--- src/rtl/btc_nonce_scheduler.sv ---
// Nonce-range scheduler: splits an inclusive 32-bit nonce range into chunks,
// hands them round-robin to idle hash cores, and latches the first reported hit.
module btc_nonce_scheduler #(
  parameter int NUM_CORES  = 4,
  parameter int CHUNK_LOG2 = 8
) (
  input  logic                      clk,
  input  logic                      wb_rst,
  input  logic                      cfg_start,
  input  logic                      cfg_stop,
  input  logic [31:0]               cfg_nonce_lo,
  input  logic [31:0]               cfg_nonce_hi,
  input  logic [NUM_CORES-1:0]      core_req,
  input  logic [NUM_CORES-1:0]      core_busy,
  input  logic [NUM_CORES-1:0]      core_found,
  input  logic [NUM_CORES*32-1:0]   core_found_nonce,
  output logic [NUM_CORES-1:0]      core_grant,
  output logic [31:0]               core_base,
  output logic [CHUNK_LOG2:0]       core_len,
  output logic                      busy,
  output logic                      done,
  output logic                      found,
  output logic [31:0]               found_nonce,
  output logic [2:0]                found_core,
  output logic                      irq
);

  typedef enum logic [1:0] {
    S_IDLE     = 2'd0,
    S_DISPATCH = 2'd1,
    S_DRAIN    = 2'd2,
    S_DONE     = 2'd3
  } state_e;

  localparam logic [32:0] CHUNK = 33'd1 << CHUNK_LOG2;

  state_e                 state_q, state_d;
  logic [32:0]            next_q, next_d;
  logic [31:0]            last_q, last_d;
  logic [2:0]             rr_q, rr_d;
  logic [NUM_CORES-1:0]   grant_q, grant_d;
  logic [31:0]            base_q, base_d;
  logic [CHUNK_LOG2:0]    len_q, len_d;
  logic                   found_q, found_d;
  logic [31:0]            found_nonce_q, found_nonce_d;
  logic [2:0]             found_core_q, found_core_d;
  logic                   busy_q, busy_d;
  logic                   done_q, done_d;
  logic                   irq_q, irq_d;

  logic [7:0]             elig_s;
  logic [3:0]             cand_s;
  logic                   arb_valid_s;
  logic [2:0]             arb_idx_s;
  logic                   hit_any_s;
  logic [2:0]             hit_idx_s;
  logic [31:0]            hit_nonce_s;
  logic                   in_search_s;
  logic                   hit_take_s;
  logic                   start_acc_s;
  logic                   range_bad_s;
  logic                   grant_v_s;
  logic [32:0]            rem_s;
  logic [CHUNK_LOG2:0]    len_s;
  logic                   exhaust_s;

  // Round-robin search from rr_q; the core granted last cycle is masked off.
  always_comb begin
    elig_s      = 8'(core_req & ~grant_q);
    cand_s      = 4'd0;
    arb_valid_s = 1'b0;
    arb_idx_s   = 3'd0;
    for (int i = 0; i < NUM_CORES; i++) begin
      cand_s      = {1'b0, rr_q} + 4'(i);
      cand_s      = (cand_s >= 4'(NUM_CORES)) ? (cand_s - 4'(NUM_CORES)) : cand_s;
      arb_idx_s   = (!arb_valid_s && elig_s[cand_s[2:0]]) ? cand_s[2:0] : arb_idx_s;
      arb_valid_s = arb_valid_s | elig_s[cand_s[2:0]];
    end
  end

  // Lowest-index hit wins: scan downward so the lowest set bit is written last.
  always_comb begin
    hit_any_s   = |core_found;
    hit_idx_s   = 3'd0;
    hit_nonce_s = 32'd0;
    for (int j = NUM_CORES - 1; j >= 0; j--) begin
      hit_idx_s   = core_found[j] ? 3'(j) : hit_idx_s;
      hit_nonce_s = core_found[j] ? core_found_nonce[32*j +: 32] : hit_nonce_s;
    end
  end

  // Chunk sizing in 33 bits so a range ending at 0xFFFFFFFF exhausts via the carry.
  always_comb begin
    rem_s       = {1'b0, last_q} + 33'd1 - next_q;
    len_s       = (rem_s >= CHUNK) ? CHUNK[CHUNK_LOG2:0] : rem_s[CHUNK_LOG2:0];
    exhaust_s   = (rem_s <= CHUNK);
    in_search_s = (state_q == S_DISPATCH) || (state_q == S_DRAIN);
    hit_take_s  = in_search_s && hit_any_s && !found_q;
    start_acc_s = cfg_start && ((state_q == S_IDLE) || (state_q == S_DONE));
    range_bad_s = (cfg_nonce_hi < cfg_nonce_lo);
    grant_v_s   = (state_q == S_DISPATCH) && arb_valid_s && !hit_any_s && !cfg_stop;
  end

  // State register.
  always_ff @(posedge clk) begin
    if (wb_rst) begin
      state_q <= S_IDLE;
    end else begin
      state_q <= state_d;
    end
  end

  // Next-state logic.
  always_comb begin
    state_d = state_q;
    case (state_q)
      S_IDLE, S_DONE: begin
        if (start_acc_s) begin
          state_d = range_bad_s ? S_DONE : S_DISPATCH;
        end else begin
          state_d = state_q;
        end
      end
      S_DISPATCH: begin
        if (hit_take_s || cfg_stop || (grant_v_s && exhaust_s)) begin
          state_d = S_DRAIN;
        end else begin
          state_d = S_DISPATCH;
        end
      end
      S_DRAIN: begin
        if ((core_busy == {NUM_CORES{1'b0}}) && (grant_q == {NUM_CORES{1'b0}})) begin
          state_d = S_DONE;
        end else begin
          state_d = S_DRAIN;
        end
      end
      default: state_d = S_IDLE;
    endcase
  end

  // Output and datapath next values.
  always_comb begin
    next_d        = next_q;
    last_d        = last_q;
    rr_d          = rr_q;
    grant_d       = {NUM_CORES{1'b0}};
    base_d        = base_q;
    len_d         = len_q;
    found_d       = found_q;
    found_nonce_d = found_nonce_q;
    found_core_d  = found_core_q;
    if (start_acc_s) begin
      next_d        = {1'b0, cfg_nonce_lo};
      last_d        = cfg_nonce_hi;
      found_d       = 1'b0;
      found_nonce_d = 32'd0;
      found_core_d  = 3'd0;
    end else if (grant_v_s) begin
      next_d = next_q + 33'(len_s);
      rr_d   = (({1'b0, arb_idx_s} + 4'd1) >= 4'(NUM_CORES)) ? 3'd0 : (arb_idx_s + 3'd1);
      base_d = next_q[31:0];
      len_d  = len_s;
      for (int k = 0; k < NUM_CORES; k++) begin
        grant_d[k] = (arb_idx_s == 3'(k));
      end
    end else if (hit_take_s) begin
      found_d       = 1'b1;
      found_nonce_d = hit_nonce_s;
      found_core_d  = hit_idx_s;
    end else begin
      next_d = next_q;
    end
    busy_d = (state_d == S_DISPATCH) || (state_d == S_DRAIN);
    done_d = (state_d == S_DONE);
    irq_d  = (state_d == S_DONE) && ((state_q != S_DONE) || start_acc_s);
  end

  // Datapath and output registers.
  always_ff @(posedge clk) begin
    if (wb_rst) begin
      next_q        <= 33'd0;
      last_q        <= 32'd0;
      rr_q          <= 3'd0;
      grant_q       <= {NUM_CORES{1'b0}};
      base_q        <= 32'd0;
      len_q         <= {(CHUNK_LOG2+1){1'b0}};
      found_q       <= 1'b0;
      found_nonce_q <= 32'd0;
      found_core_q  <= 3'd0;
      busy_q        <= 1'b0;
      done_q        <= 1'b0;
      irq_q         <= 1'b0;
    end else begin
      next_q        <= next_d;
      last_q        <= last_d;
      rr_q          <= rr_d;
      grant_q       <= grant_d;
      base_q        <= base_d;
      len_q         <= len_d;
      found_q       <= found_d;
      found_nonce_q <= found_nonce_d;
      found_core_q  <= found_core_d;
      busy_q        <= busy_d;
      done_q        <= done_d;
      irq_q         <= irq_d;
    end
  end

  assign core_grant  = grant_q;
  assign core_base   = base_q;
  assign core_len    = len_q;
  assign busy        = busy_q;
  assign done        = done_q;
  assign found       = found_q;
  assign found_nonce = found_nonce_q;
  assign found_core  = found_core_q;
  assign irq         = irq_q;

endmodule

--- config.mk ---
export PLATFORM = sky130hd
export DESIGN_NAME = btc_nonce_scheduler
export DESIGN_NICKNAME = d
export VERILOG_FILES = /design/src/rtl/btc_nonce_scheduler.sv
export SDC_FILE = /design/constraint.sdc
export NUM_CORES = 1
export LEC_CHECK = 0
export CORE_MARGIN = 4
export CORE_UTILIZATION = 45
export DETAILED_ROUTE_END_ITERATION = 8
export PLACE_DENSITY_LB_ADDON = 0.12
export SYNTH_ARGS = -nofsm -noshare
export SYNTH_HDL_FRONTEND = slang
export SYNTH_SLANG_ARGS = --single-unit
--- constraint.sdc ---
create_clock -name clk -period 16.9 [get_ports clk]
set_input_delay 3.38 -clock clk [delete_from_list [all_inputs] [get_ports clk]]
set_output_delay 3.38 -clock clk [all_outputs]
set_load 0.005 [all_outputs]
==> flow_summary_export.csv, run 1 <==
group,metric,value,unit
status,status,"complete, no violations",
die,die_y,163,µm
sta,rsz0062_at_grt,"false",
route,ant_nets,0,
critical_path,crit_path_start_kind,"flop",
critical_path,crit_arrival,7070,ps
clock_tree,clockBufferDepth,2,
synthesis,async_flop_share,0,%
clock_tree,cts_buffers,17,
synthesis,dominantRegCellSynth,"dfxtp_1",
global_route,grt_max_degree,74,
critical_path,worstSetupPathType,"flop to flop",
die,num_io_pins,292,
critical_path,crit_fanout,18,
final_layout,syn2layout_area_growth,33.7,%
clock_tree,cts_resized,0,
clock_tree,clk_latency,430,ps
synthesis,syn_avg_cell_area,7.67,µm²
clock_tree,clk_transition_reported_paths,70,ps
sta,worst_slack,10170,ps
global_route,antenna_found_initial,2,
sta,worst_pin_slew,1040,ps
route,drc_errors,0,
synthesis,syn_area,0.0108,mm²
sta,setup_viol,0,
critical_path,reg2reg_slack,10170,ps
synthesis,synth_top_area_share,28.3,%
die,initial_core_util,45.9,%
sta,final-max-slew-violation-count,0,
critical_path,reg2reg_depth,24,
synthesis,yosysUniqueCellTypes,76,
critical_path,end_kind,"flop",
clock_tree,h-tree-depth,4,
final_layout,nFillCells,2164,
die,die_w,163,µm
final_layout,multi_input_area,0.00704,mm²
route,num_vias,11400,
power,powerDensity,137,mW/mm²
clock_tree,cts_sinks,153,
route,via_per_inst,5.82,
sta,finClkSkew,13.9,ps
route,firstDrtPassIters,6,
final_layout,drive_gt1_share,5.17,%
final_layout,stdcell_count,1965,
synthesis,ys_seq_area_share,28.3,%
die,core,0.0235,mm²
sta,fin_crit,6730,ps
critical_path,crit_end,"next_q[22]",
die,die_area,0.0266,mm²
final_layout,seqCellArea,0.00306,mm²
critical_path,worstReg2RegStart,"next_q[1]",
clock_tree,postCtsSetupRepairBufs,0,
synthesis,syn-num-nets,1733,
global_route,first_global_vias,10500,
sta,whs,453,ps
synthesis,syn_inst,1409,
placement,placedCellCount,1932,
critical_path,timing.rr.end,"next_q[22]",
final_layout,nets,1956,
clock_tree,cts_hold_buffers,0,
power,p_leak,5.75,nW
power,p_total,1.98,mW
min_path,worstHoldPathType,"flop to flop",
global_route,grt_pass1_wl,61400,µm
route,wl_per_cell,20.9,µm
placement,gp_congestion,0.945,
placement,dp_slack,9820,ps
synthesis,synth-seq-cells,153,
sta,fmax,0.149,GHz
placement,io_buffers,290,
clock_tree,cts_tree,"built",
global_route,grt_use_total,29.5,%
sta,relSlewSlack,30.1,%
run,maxCapViolCount,0,
clock_tree,cts_root_buf,"clkbuf_16",
sta,final.setup.tns,0,ps
synthesis,yosysWarnings,0,
synthesis,yosys.area.top_type,"dfxtp_1",
sta,hold_viol_final,0,
global_route,overflow,0,
critical_path,setup.worst_path.start,"next_q[1]",
sta,fin_crit_sh,39.8,%
route,routed_wl,41100,µm
placement,dpl.hpwl,32800,µm
critical_path,cp.required,17240,ps
synthesis,synth_area_leaders,"dfxtp_1 (28%), ha_1 (13%), a21oi_1 (7.6%)",
die,std_cell_rows,56,
route,drtIter0Drc,965,
synthesis,synth_edf_count,0,
power,peakVddDrop,89.4,µV
==> cell type report <==
type / count / share of cell area (%)
well taps: 319 / 2.76
flip-flops and latches: 153 / 21.2
repair buffers: 300 / 20.6
clock inverters: 15 / 1.43
diodes: 1 / 0.0173
multi-input cells: 1070 / 48.7
inverters: 90 / 2.34
clock buffers: 17 / 2.94
==> cells in the final DEF (no fill, tap or decap), types with 37 or more instances in the layout <==
| cell type | count |
|---|---|
| o22ai_1 | 37 |
| a21oi_1 | 164 |
| inv_1 | 87 |
| dfxtp_1 | 153 |
| ha_1 | 114 |
| nor3_1 | 47 |
| clkdlybuf4s50_1 | 289 |
| o21ai_0 | 42 |
| nand2_1 | 181 |
| nor2_1 | 105 |
==> sequential cells by signal, indices dropped and copies added (netlist names) <==
register / cells
rr_q: 3
next_q: 33
done: 1
core_len: 9
irq: 1
state_q: 2
found: 1
core_grant: 4
found_nonce: 32
found_core: 2
last_q: 32
busy: 1
core_base: 32
==> per-layer routing <==
layer	routed length [µm]	track usage, %	vias up
met5	13	0	-
met4	1010	8.31	2
met3	2780	5.69	51
met2	20400	52.2	383
met1	16800	36.4	5430
li1	-	-	5563
==> worst max-delay path: stages, from the launching register on <==
cell       delay (ps)
dfxtp_1           460
ha_1              270
inv_1              60
ha_1              190
inv_1              60
fa_1              400
nor2b_1           220
o2111a_1          330
nor4_1             90
nor3_1            340
or3b_1            380
a2111oi_0         390
and4_1            320
nand4_4           330
nor2_1            200
ha_1              280
a21o_1            170
a21oi_1           220
o21bai_1          100
a21oi_1           230
nor2b_1            90
o31a_1            360
o211ai_1          650
o21ai_0           210
a311oi_1          270
==> where the power goes <==
group          internal [mW]  total [mW]  leakage, nW  switching, mW
clock                  0.239       0.417        0.312          0.178
combinational          0.421        1.09         4.19          0.667
sequential             0.424       0.475         1.25         0.0505
==> how the worst min path moves through the flow <==
stage | start | end | depth (start not counted)
after floorplan | next_q[12] | core_base[12] | 2
after CTS | core_base[23] | core_base[23] | 2
after global placement | next_q[25] | core_base[25] | 2
after detailed placement | core_base[23] | core_base[23] | 2
final | core_base[28] | core_base[28] | 2
after global routing | core_base[9] | core_base[9] | 2
==> synthesized netlist by cell type (15+ instances only) <==
cell	count
a211oi_1	29
a21o_1	23
a21oi_1	164
a221oi_1	33
clkbuf_1	78
dfxtp_1	153
ha_1	114
inv_1	87
nand2_1	183
nand3_1	27
nand4_1	22
nor2_1	105
nor2b_1	15
nor3_1	47
o21ai_0	42
o22ai_1	37
or3_1	17
xnor2_1	31
==> cell families after synthesis <==
logic type,Yosys count,share of synthesized area (%)
AOI/OAI and AO/OA,434,26.7
xor gates and xnor gates,39,3.16
adders and majority gates,116,13.6
buffers and inverters,186,6.69
DFF,153,28.3
muxes,14,1.56
other,2,0.0695
and+or+nand+nor,465,19.9
==> metrics by stage <==
| step | utilization, % | area, µm² |
|---|---|---|
| finish | 61.4 | 14500 |
| global route | 61.4 | 14500 |
| CTS | 61.4 | 14500 |
| detailed placement | 58.7 | 13800 |
| global placement | 58.7 | 13800 |
| floorplan | - | 10800 |
Power figures use the tool's default switching activity.
==> run 2: changes to the inputs <==
==> constraint.sdc (replaced) <==
create_clock -name clk -period 5.5 [get_ports clk]
set_input_delay 1.1 -clock clk [delete_from_list [all_inputs] [get_ports clk]]
set_output_delay 1.1 -clock clk [all_outputs]
set_load 0.005 [all_outputs]
==> flow_summary_export.csv, run 2 (synthesized netlist as in run 1, its figures left out) <==
group,metric,value,unit
clock_tree,clk_latency,430,ps
die,die_w,163,µm
final_layout,nFillCells,2069,
clock_tree,cts_tree,"built",
sta,fin_crit_sh,101,%
route,firstDrtPassIters,5,
route,routed_wl,42900,µm
clock_tree,cts_root_buf,"clkbuf_16",
run,maxCapViolCount,0,
min_path,hp-start,"core_base[4]",
sta,final-max-slew-violation-count,0,
critical_path,cp.required,5830,ps
critical_path,crit_arrival,5870,ps
power,p_leak,6.32,nW
final_layout,drive_gt1_share,15.9,%
critical_path,crit_path_start_kind,"flop",
critical_path,end_kind,"flop",
sta,worst_slack,-42.9,ps
clock_tree,clockBufferDepth,2,
critical_path,worstReg2RegStart,"last_q[1]",
min_path,hold_end,"core_base[4]",
route,drc_errors,0,
global_route,grt_busiest_layer,"met2",
die,initial_core_util,45.9,%
global_route,grt_max_degree,86,
route,ant_nets,0,
die,die_area,0.0266,mm²
sta,worst_pin_slew,1030,ps
global_route,grt_pass1_wl,63600,µm
sta,hold_viol_final,0,
critical_path,reg2reg_depth,28,
global_route,met1_usage,38.2,%
critical_path,setup.worst_path.start,"last_q[1]",
sta,fin_crit,5540,ps
clock_tree,cts_buffers,17,
sta,whs,454,ps
global_route,grt_use_total,30.3,%
clock_tree,h-tree-depth,4,
route,num_vias,12000,
sta,fmax,0.180,GHz
route,via_per_inst,5.75,
final_layout,regMostFlops,"next_q",
clock_tree,cts_sinks,153,
power,powerDensity,431,mW/mm²
final_layout,nets,2076,
global_route,first_global_vias,11300,
route,drtIter0Drc,1002,
critical_path,cp_slowest_cell,"fa_2",
global_route,overflow,0,
placement,io_buffers,290,
critical_path,crit_fanout,5,
route,wl_per_cell,20.5,µm
die,core,0.0235,mm²
critical_path,crit_top_cell,"inv_2",
clock_tree,cts_hold_buffers,0,
global_route,grtUsageMet3,5.32,%
critical_path,cpPeakStageDelay,420,ps
placement,gp_congestion,0.939,
clock_tree,clk_transition_reported_paths,70,ps
critical_path,timing.rr.end,"next_q[24]",
sta,finClkSkew,11.4,ps
critical_path,worstSetupPathType,"flop to flop",
sta,rsz0062_at_grt,"true",
global_route,grt_use_met2,52.8,%
final_layout,largest_reg_flops,33,
min_path,holdPathStages,2,
critical_path,reg2reg_slack,-40,ps
final_layout,syn2layout_area_growth,46.1,%
die,std_cell_rows,56,
die,num_io_pins,292,
placement,dpl.hpwl,33700,µm
global_route,antenna_found_initial,3,
sta,setup_viol,3,
final_layout,final_common_cell,"clkdlybuf4s50_1",
sta,relSlewSlack,31.3,%
die,die_y,163,µm
status,status,"finished, violations left",
final_layout,utilization,67.1,%
min_path,worstHoldPathType,"flop to flop",
status,violations,"negative setup slack",
final_layout,final_cell_mix,"clkdlybuf4s50_1 (289), nand2_1 (180), a21oi_1 (155), dfxtp_1 (149), buf_4 (127)",
power,peakVddDrop,296,µV
run 2: through the flow:
step                      TNS (ps)  setup slack (ps)  area, µm²  power, mW  std cells
after global routing         -2250              -209      15800       7.26       2086
after global placement        -713              -119      14600       5.19       2039
final                         -103             -42.9      15800       6.80       2086
after detailed placement     -1320              -156      14600       5.21       2039
after floorplan              -87.7             -29.2      10800       3.70       1409
after CTS                        0              13.9      15200       6.40       2070
run 2: per-layer routing:
layer  up-vias  part of all wire [%]
met1      5709                    41
met4         0                   2.7
met3        64                   6.5
li1       5791                     -
met2       431                    50
met5         -                     0
run 2: worst max-delay path by stage:
stage	to	cells past startpoint	slack [ps]
3_3_place_gp	next_q[25]	26	-120
2_1_floorplan	next_q[22]	26	-30
4_1_cts	next_q[14]	29	10
5_1_grt	next_q[24]	25	-210
6_report	next_q[24]	28	-40
3_5_place_dp	next_q[27]	25	-160
run 2: where the power goes:
part,internal [mW],switching [mW]
Combinational,1.87,2.39
Sequential,1.30,0.121
Clock,0.588,0.528
Total,3.77,3.04
run 2: area by class of cell:
cell class | instances | area [µm²] | area share (%)
flip-flops and latches | 153 | 3070 | 19.4
diodes | 3 | 7.51 | 0.0475
inverters | 90 | 338 | 2.14
well taps | 319 | 399 | 2.53
clock buffers | 18 | 429 | 2.72
repair buffers | 420 | 3900 | 24.7
clock inverters | 13 | 113 | 0.713
multi-input cells | 1070 | 7530 | 47.7
run 2: timing repair:
item                       4_1_cts  5_1_grt
setup buffers                    0       12
setup endpoints to repair       24       27
gates resized for setup         16       88
cloned                           0        1
pin swaps                        5       40
run 2: critical path, delay by kind of cell, from the launching register on:
family	cells	cell delay [ps]
flip-flops	1	330
buffers and inverters	5	490
AND/OR/NAND/NOR	5	640
adder cells (fa/ha/maj)	5	1320
AO/OA/AOI/OAI	13	2650
==> edit, RTL diff (flow settings as in run 2) <==
Reset style: asynchronous (`wb_rst`), changed in 2 clocked blocks.
--- a/src/rtl/btc_nonce_scheduler.sv
+++ b/src/rtl/btc_nonce_scheduler.sv
@@ -104,3 +104,3 @@
   // State register.
-  always_ff @(posedge clk) begin
+  always_ff @(posedge clk or posedge wb_rst) begin
     if (wb_rst) begin
@@ -179,3 +179,3 @@
   // Datapath and output registers.
-  always_ff @(posedge clk) begin
+  always_ff @(posedge clk or posedge wb_rst) begin
     if (wb_rst) begin
Check against the original RTL: differs if wb_rst is asserted again (counterexample within 4 cycles, from zero or initial values and one cycle with wb_rst high); with wb_rst held inactive, the same outputs for 4 cycles.
==> edit against run 2 <==
The flow still finishes with violations (setup timing); die area grew 1.5%; synthesized cell count decreased by 2.7%; setup slack got worse by 0.0098 ns; largest cell class unchanged; sequential share of layout area increased by 4.6 points; synthesized area increased by 1.6%; first-iteration DRC count decreased by 33%; core utilization barely moved; routed wire length is 13% lower; final area up 0.95%; combinational power is 55% higher; power up 41%; sequential cell count is the same.
==> edit: results (changes against run 2) <==
Place WS: -0.3002 ns (was -0.1558 ns)
Final setup violating endpoints: 8 (was 3)
Leakage Power: 7.314 nW (was 6.325 nW)
GRT met1 Usage: 32.87% (was 38.16%)
Metal3 WL: 2038 µm (was 2798 µm)
Total routing usage reported by global routing: 27.19% (was 30.31%)
Drt initial violations: 667 (was 1002)
Slowest CP cell: a221o_2 (was fa_2)
Metal1 wirelength: 15380 µm (was 17680 µm)
Commonest cells post-synth: 211 x nand2_1, 153 x dfrtp_1, 130 x a21oi_1 (was 183 x nand2_1, 164 x a21oi_1, 153 x dfxtp_1)
Clock skew: 0.01026 ns (was 0.01145 ns)
WL met2: 18800 µm (was 21210 µm)
DP Area: 0.01504 mm² (was 0.01463 mm²)
Net Count, Synth: 1695 (was 1733)
Largest net degree at the start of global routing: 96 (was 86)
Crit-path max cell delay: 0.40 ns (was 0.42 ns)
Share of layout cells above drive strength 1: 13.41% (was 15.93%)
Worst Path Arrival: 5.86 ns (was 5.87 ns)
First-pass GRT wire length: 58070 µm (was 63640 µm)
Failing checks: setup timing (unchanged)
Sequential cell area: 0.003829 mm² (was 0.003068 mm²)
Routed wire length per instance: 17.76 µm (was 20.54 µm)
Final RePlAce weighted congestion: 0.9358 (was 0.9390)
Synth Area in Adders: 13.35% (was 13.56%)
Initial antenna violation count: 2 (was 3)
Fin worst setup slack: -0.05269 ns (was -0.04286 ns)
Asr flop ratio synth: 100.0% (was 0%)
Vias per inst: 5.365 (was 5.750)
Status: finished with violations (unchanged)
Fin Setup TNS: -0.2195 ns (was -0.1034 ns)
Worst-path fanout max: 4 (was 5)
Synth Area in XOR/XNOR: 3.669% (was 3.159%)
Peak supply drop: 336.8 µV (was 295.8 µV)
Post-synthesis mux area share: 0.5583% (was 1.562%)
Grt met3 use: 5.747% (was 5.315%)
Finished Layout Cells: 2089 (was 2086)
Vias in the first global route: 11290 (was 11350)
==> edit: changes by cell type after synthesis, sizes merged, moves of 28 or more <==
cell | before | now
a221oi | 33 | 2
dfrtp | 0 | 153
o21ai | 54 | 128
a21oi | 167 | 132
o22ai | 37 | 2
dfxtp | 153 | 0
a22oi | 3 | 32
nand2 | 183 | 211
nor3 | 49 | 17
==> edit: cell type report <==
type | instances | area share [%]
antenna | 3 | 0.04709
multi-input combinational | 1047 | 41.95
inverter | 97 | 2.315
clock buffer | 20 | 2.739
timing repair buffer | 438 | 25.39
tap | 319 | 2.504
sequential | 153 | 24.02
clock inverter | 12 | 1.036
==> edit: worst max-delay path, delay by kind of cell, from the launching register on <==
kind	cells	cell delay, ns
AOI/OAI and AO/OA	10	1.72
xor gates and xnor gates	1	0.11
adders and majority gates	5	1.42
buffers and inverters	5	0.54
DFF	1	0.38
muxes	1	0.16
and+or+nand+nor	5	1.07
==> edit: cell families after synthesis <==
logic type      count (synthesis)
simple gates                  477
flops                         153
buf+inv                       171
fa+ha+maj                     116
compound gates                400
other cells                     2
xor+xnor                       46
mux                             6
==> edit: power breakdown <==
part	leakage [nW]	switching (mW)	internal [mW]
clock	0.288	0.507	0.722
combinational	5.06	3.57	3.03
sequential	1.97	0.245	1.55
==> edit: what timing repair did <==
action / in CTS / in global routing
setup endpoints to repair: 25 / 26
gates cloned: 0 / 0
setup buffers: 9 / 6
resized for setup: 12 / 38
pin swaps: 5 / 25
==> edit: path summary, 6_finish.rpt <==
check / from / to / depth (start not counted)
max in group asynchronous: wb_rst / next_q[15] / 3
hold reg to reg: core_base[3] / core_base[3] / 2
hold / removal: core_base[3] / core_base[3] / 2
setup / recovery: next_q[1] / next_q[16] / 27
min in group asynchronous: wb_rst / found_nonce[27] / 2
setup reg to reg: next_q[1] / next_q[16] / 27
